===== config.mk =====
export PLATFORM = sky130hd
export DESIGN_NAME = seg7_seconds_monitor
export DESIGN_NICKNAME = d
export VERILOG_FILES = /design/src/rtl/seg7_seconds_monitor.sv
export SDC_FILE = /design/constraint.sdc
export NUM_CORES = 1
export LEC_CHECK = 0
export ABC_AREA = 1
export CAP_MARGIN = 20
export CORE_UTILIZATION = 50
export CTS_CLUSTER_DIAMETER = 30
export DETAILED_ROUTE_END_ITERATION = 10
export PLACE_DENSITY = 0.8
export SLEW_MARGIN = 30
export SYNTH_ARGS = -nofsm -noshare
export SYNTH_HDL_FRONTEND = slang
export SYNTH_SLANG_ARGS = --single-unit

===== constraint.sdc =====
create_clock -name clk -period 1.9 [get_ports clk]
set_clock_uncertainty 0.1 [all_clocks]
set_input_delay 0.19 -clock clk [delete_from_list [all_inputs] [get_ports clk]]
set_output_delay 0.19 -clock clk [all_outputs]
set_load 0.1 [all_outputs]

===== src/rtl/seg7_seconds_monitor.sv =====
// Receive-side checker for the seven-segment seconds display: synchronises,
// debounces and decodes the segment bus, then checks digit sequence and timing.
module seg7_seconds_monitor #(
    parameter int unsigned STABLE_CYCLES = 4,
    parameter int unsigned CNT_W         = 24
) (
    input  logic             clk,
    input  logic             rst_n,
    input  logic             ena,
    input  logic [6:0]       seg_in,
    input  logic             clear,
    output logic [3:0]       digit,
    output logic             digit_stb,
    output logic             blank,
    output logic             step_err,
    output logic             pattern_err,
    output logic [7:0]       err_count,
    output logic [CNT_W-1:0] period,
    output logic [7:0]       tick_count
);

    localparam int unsigned SW = $clog2(STABLE_CYCLES + 1);

    logic [6:0]       sync1, sync2, cand, accepted;
    logic [SW-1:0]    stab_cnt;
    logic [CNT_W-1:0] cyc;
    logic             have_prev;

    logic       match, stable, accept;
    logic [4:0] dec;
    logic       dec_valid, is_blank;
    logic [3:0] dec_digit, exp_digit;
    logic       in_seq, step_bad, bad_pat, err_event;

    function automatic logic [4:0] decode(input logic [6:0] p);
        case (p)
            7'h3F:   decode = {1'b1, 4'd0};
            7'h06:   decode = {1'b1, 4'd1};
            7'h5B:   decode = {1'b1, 4'd2};
            7'h4F:   decode = {1'b1, 4'd3};
            7'h66:   decode = {1'b1, 4'd4};
            7'h6D:   decode = {1'b1, 4'd5};
            7'h7D:   decode = {1'b1, 4'd6};
            7'h07:   decode = {1'b1, 4'd7};
            7'h7F:   decode = {1'b1, 4'd8};
            7'h6F:   decode = {1'b1, 4'd9};
            default: decode = 5'd0;
        endcase
    endfunction

    // stab_cnt holds matches beyond the reload sample, so the sample arriving
    // this cycle completes a run of STABLE_CYCLES when stab_cnt+2 reaches it.
    always_comb begin
        match     = (sync2 == cand);
        stable    = match ? ((32'(stab_cnt) + 32'd2) >= STABLE_CYCLES)
                          : (STABLE_CYCLES == 32'd1);
        accept    = ena && stable && (sync2 != accepted);
        dec       = decode(sync2);
        dec_valid = dec[4];
        dec_digit = dec[3:0];
        is_blank  = (sync2 == 7'h00);
        exp_digit = (digit == 4'd9) ? 4'd0 : digit + 4'd1;
        in_seq    = accept && dec_valid && have_prev && (dec_digit == exp_digit);
        step_bad  = accept && dec_valid && have_prev && (dec_digit != exp_digit);
        bad_pat   = accept && !dec_valid && !is_blank;
        err_event = step_bad || bad_pat;
    end

    always_ff @(posedge clk or negedge rst_n) begin
        if (!rst_n) begin
            sync1       <= '0;
            sync2       <= '0;
            cand        <= '0;
            accepted    <= '0;
            stab_cnt    <= '0;
            cyc         <= '0;
            have_prev   <= 1'b0;
            digit       <= '0;
            digit_stb   <= 1'b0;
            blank       <= 1'b1;
            step_err    <= 1'b0;
            pattern_err <= 1'b0;
            err_count   <= '0;
            period      <= '0;
            tick_count  <= '0;
        end else begin
            sync1     <= seg_in;
            sync2     <= sync1;
            digit_stb <= 1'b0;
            step_err  <= 1'b0;
            if (ena) begin
                if (!match) begin
                    cand     <= sync2;
                    stab_cnt <= '0;
                end else if (32'(stab_cnt) < STABLE_CYCLES) begin
                    stab_cnt <= stab_cnt + SW'(1);
                end

                if (accept && dec_valid)
                    cyc <= '0;
                else if (cyc != '1)
                    cyc <= cyc + CNT_W'(1);

                if (accept) begin
                    accepted <= sync2;
                    if (dec_valid) begin
                        digit     <= dec_digit;
                        blank     <= 1'b0;
                        digit_stb <= 1'b1;
                        have_prev <= 1'b1;
                        if (have_prev) begin
                            step_err <= step_bad;
                            period   <= (cyc == '1) ? cyc : cyc + CNT_W'(1);
                        end
                    end else begin
                        blank     <= is_blank;
                        have_prev <= 1'b0;
                    end
                end

                if (in_seq)
                    tick_count <= tick_count + 8'd1;

                if (bad_pat)
                    pattern_err <= 1'b1;
                else if (clear)
                    pattern_err <= 1'b0;

                if (clear)
                    err_count <= err_event ? 8'd1 : 8'd0;
                else if (err_event && err_count != 8'hFF)
                    err_count <= err_count + 8'd1;
            end
        end
    end

endmodule

* After elaboration in Yosys (flattened, before gate mapping)
Cells that the tools add are included.
Operators by class: add/subtract/negate cells 6, magnitude comparators 2, eq/ne operators 19, mux-type cells 21, bitwise logic cells 1, reduce and logical (&&, ||, !) cells 25
Operator list (number):
- $mux W24 | 3
- $pmux W5 S10 | 1
- $eq A7 B7 Y1 const B | 7
- $add A24 B1 Y24 const B | 1
- $eq A24 B24 Y1 const B | 1
- $ne A24 B24 Y1 const B | 1
- $add A8 B1 Y8 const B | 2
- $mux W8 | 2
- $eq A7 B3 Y1 const B | 2
- $reduce_and A2 Y1 | 7
- $mux W1 | 12
- $logic_and A1 B1 Y1 | 9
- $ne A8 B8 Y1 const B | 1
- $eq A7 B6 Y1 const B | 1
- $eq A7 B7 Y1 | 1
- $logic_not A7 Y1 | 1
- $ne A7 B7 Y1 | 1
- $mux W3 | 2
- $reduce_bool A2 Y1 | 3
- $add A3 B2 Y4 const B | 1
- $add A4 B1 Y4 const B | 1
- $eq A4 B4 Y1 | 1
- $eq A4 B4 Y1 const B | 1
- $ge A4 B3 Y1 const B | 1
- other kinds (10) | 11
Storage, ports and cells: register bits after elaboration 104, bits of input ports 11, output and inout bits 48, word-level logic and storage cells 89

* Logic depth before layout (Yosys ltp)
depth after elaboration 12, depth in mapped cells 17, depth with buffers taken out 16

* Worst setup path before layout
Ideal clock, no wire load.
path kind reg2reg, start point reg digit[0], end point reg err_count[0], setup time 121 ps, data arrival time 2296 ps, required time 1679 ps, setup slack -617 ps, stages on the path, launching flop included 15, buffers on the path 0, clock period less this slack 2517 ps, path through dfrtp_1 > inv_1 > nor2_1 > o21ai_0 > o21ai_0 > o21bai_1 > nand2_1 > nor2_1 > nand2_2 > nand2_4 > nand2_4 > nand2_4 > nand2_4 > nand2_1 > nand2_1
On the way: cells in the longest elaborated chain, start to end 8, elaborated cells on any way between the ends 11, those cells by class 1 x add/sub; 2 x eq/ne; 3 x mux; 5 x reduce/logical
RTL lines:
- start, declared | line 12 | output logic [3:0] digit,
- start signal, assigned | line 107 | digit <= dec_digit;
- $add A4 B1 Y4 / $eq A4 B4 Y1 (equally long branches) | line 62 | exp_digit = (digit == 4'd9) ? 4'd0 : digit + 4'd1;
- $mux W4 * | line 62
- $ne A4 B4 Y1 * | line 64 | step_bad = accept && dec_valid && have_prev && (dec_digit != exp_digit);
- $logic_and A1 B1 Y1 * | line 64
- $logic_or A1 B1 Y1 * | line 66 | err_event = step_bad || bad_pat;
- $logic_and A1 B1 Y1 | line 131 | else if (err_event && err_count != 8'hFF)
- $reduce_bool A2 Y1 (no line)
- $reduce_and A2 Y1 (no line)
- end signal, assigned | line 130 | err_count <= err_event ? 8'd1 : 8'd0;
- end signal, assigned | line 132 | err_count <= err_count + 8'd1;
- end, declared | line 17 | output logic [7:0] err_count,
Mark *: on every way between the ends. The rest lies on a longest branch, timed or not. A chain may end at the register's enable or synchronous reset.

* Final worst setup path
start point reg cyc[0], end point reg cyc[9]
On the way: cells in the longest elaborated chain, start to end 3, elaborated cells on any way between the ends 6, those cells by class 1 x add/sub; 1 x eq/ne; 2 x mux; 2 x reduce/logical
RTL lines:
- start, declared | line 26 | logic [CNT_W-1:0] cyc;
- start signal, assigned | line 102 | cyc <= cyc + CNT_W'(1);
- $add A24 B1 Y24 / $ne A24 B24 Y1 (equally long branches) | line 102, 101
- $mux W24 / $reduce_bool A2 Y1 (equally long branches)
- $mux W24 / $reduce_and A2 Y1 (equally long branches)
Several ways; a longest one is shown, not always the timed one. The select of a mux whose other input is x is not followed.

==> metrics <==
status finished with violations; failing checks setup timing; DRT Pass-1 Iters 5; io pins 59; TritonCTS clock tree yes; Clock Latency Late Sink 380 ps; Tot GR Track Use 27.0%; H-tree Lvls 3; Syn Nets 657; placed wire-length estimate 9220 um; Min Clock Period, post-route 2200 ps; clk buf depth 2; Wirelength per Cell 16.4 um; MaxCap Viol Count 0; largest net degree at the start of global routing 37; type of origin of the critical path flip-flop; via count 5,336; Starting Density 51.5%; fin. max-slew vios 0; post-layout util 74.1%; worst-margin pin slew 485 ps; worst-path fanout max 11; # fillers 630; commonest register cell after synthesis dfrtp_1; global-route wire length before repair 23,700 um; antenna diode count 0; element type at the critical path end flip-flop; DRC Markers 0; Die Y 105 um; nets 829; vias in the first global route 5,080; P per Cell Area 601 nW/um^2; WS Path Type reg -> reg; Achievable Freq 454 MHz; root buf cell clkbuf_8; total routed wirelength 15,700 um; final number of setup-violating endpoints 66; Final ANT Viol Nets 0; number of synthesis warnings 0; RSZ-0062 raised after global routing yes; Netlist cell types 42; Starting DRT DRC Count 422; share of cells above drive strength 1 41.0%; Synth Register Bits 104; Final Non-Filler Cells 955; Max rail drop VDD 0.515 mV; number of enable flip-flop cells after synthesis 0; Final Hold Viols 0; normalized max-slew margin 67.7%; clock tree sinks 104; Core ar. 10,300 sq um; Leak 0.00371 uW; setup ws final -305 ps; average size of a mapped cell 8.28 sq um; Num CTS Buffers 9; Async SR Flop Fraction 100%; die width 105 um; Reg clk slew, reported paths 100 ps; Post-Syn Area 5310 sq um; Final period util 116%; die footprint 11,000 sq um; gpl congestion 0.949; row cnt 37; initial antenna violation count 0; Mapped Cells 642; number of I/O port buffers 58; HP Class in -> reg; sequential-to-total area share from yosys stat 49.0%; P&R area growth vs syn 43.9%; CP required 2100 ps; crit path DAT 2410 ps; via/cell ratio 5.59; gr ovfl total 0; DP Cell Count 898
-- worst max-delay path, cell delays in order, from the launching register on --
cell	delay (ps)
dfrtp_1	440
ha_4	180
nand2_4	60
nor2_4	120
nand2_2	90
nor2_4	100
nand2_2	80
inv_2	100
nand3_4	80
nor2_4	150
nand2_2	100
nand2_4	170
buf_12	160
nand2_1	70
o21ai_1	110
-- layout make-up --
cell class	instances	area, sq um	share of cell area, %
multi-input cells	462	2860	37.4
flip-flops and latches	104	2640	34.5
repair buffers	176	1540	20.1
inverters	61	239	3.12
well taps	136	170	2.23
clock buffers	12	145	1.90
clock inverters	4	52.6	0.687
-- what timing repair did --
| item | in CTS | in global routing |
|---|---|---|
| cloned | 3 | 0 |
| pin swaps | 27 | 22 |
| endpoints found under the hold margin | 30 | 0 |
| buffers inserted | 29 | 15 |
| setup endpoints to repair | 66 | 79 |
| hold buffers | 1 | 0 |
| gates resized for setup | 81 | 86 |
-- Yosys cell counts (all sizes together), types with 9 or more instances --
cell   number  area, sq um
nand3      37          203
buf        13         95.1
nor2       64          314
nor3       19          100
o21ai      60          300
xnor2      14          123
xor2       24          210
nand4       9         56.3
dfrtp     103         2580
a21oi      11         55.1
nand2     197          802
inv        61          229
-- per-stage QoR --
stage	setup slack [ps]	setup TNS, ps	total power [uW]	hold WS (ps)	cell area, sq um
6_report	-305	-12780	4590	144	7650
5_1_grt	-379	-19480	4800	147	7650
4_1_cts	-169	-6240	4470	135	7280
3_5_place_dp	-202	-7910	2990	85.9	6560
3_3_place_gp	-145	-4340	2970	80.4	6560
2_1_floorplan	-89.0	-855	2740	-206	5410
-- power by group --
| group | switching, uW | internal (uW) |
|---|---|---|
| Sequential | 116 | 2300 |
| Clock | 779 | 655 |
| Combinational | 413 | 329 |
| Total | 1310 | 3290 |
-- sequential cells by signal (all words and copies together) (netlist names) --
signal       cells
cyc             24
period          24
err_count        8
tick_count       8
accepted         7
cand             7
sync1            7
sync2            7
digit            4
stab_cnt         3
blank            1
digit_stb        1
have_prev        1
pattern_err      1
step_err         1
-- layer usage --
layer  up-vias  track usage [%]  share of wire (%)
met5         -                0                  0
met4         0             11.7                4.8
met3        83             4.12                5.8
met2       263             46.3                 50
met1      2588             33.8                 39
li1       2402                -                  -
-- cell families (layout without fill, tap and decap cells) --
family / count (synthesis) / after routing / share of synthesized area, %
mux: 1 / 1 / 0.212
compound gates: 87 / 87 / 8.83
fa+ha+maj: 4 / 4 / 0.942
simple gates: 331 / 332 / 28.4
buf+inv: 77 / 253 / 6.34
xor+xnor: 38 / 38 / 6.26
flops: 104 / 104 / 49.0
-- final timing paths --
path                            from        end  slack [ps]  cells past startpoint
hold reg to reg             sync1[6]   sync2[6]         260                      0
setup reg to reg              cyc[0]     cyc[9]        -300                     14
max in group asynchronous      rst_n      blank         880                      3
setup / recovery              cyc[0]     cyc[9]        -300                     14
hold / removal             seg_in[1]   sync1[1]         140                      1
min in group asynchronous      rst_n  period[6]         210                      2
-- layout by cell type (no fill, tap or decap), types with 4 or more instances in the layout --
cell,Yosys,routed
inv_2,7,13
nor2_4,5,17
nor2_1,50,30
nand3_4,1,4
nand3_1,35,28
inv_1,54,45
a21oi_1,11,11
o21ai_1,9,22
dfrtp_4,0,6
o21a_1,4,4
nor3_1,18,10
o21ai_2,0,14
buf_4,2,137
nand2_1,182,148
nor2_2,8,16
dfrtp_1,103,87
xor2_1,24,21
nand2_2,10,32
nor3_2,1,9
nand4_1,9,9
xnor2_1,14,14
nand2_4,5,15
nand3_2,1,5
o21ai_0,51,24
clkdlybuf4s50_1,0,9
dfrtp_2,0,10
buf_6,4,19
clkbuf_8,0,10
buf_12,0,7
No activity file was read; power rests on OpenSTA's default activity.
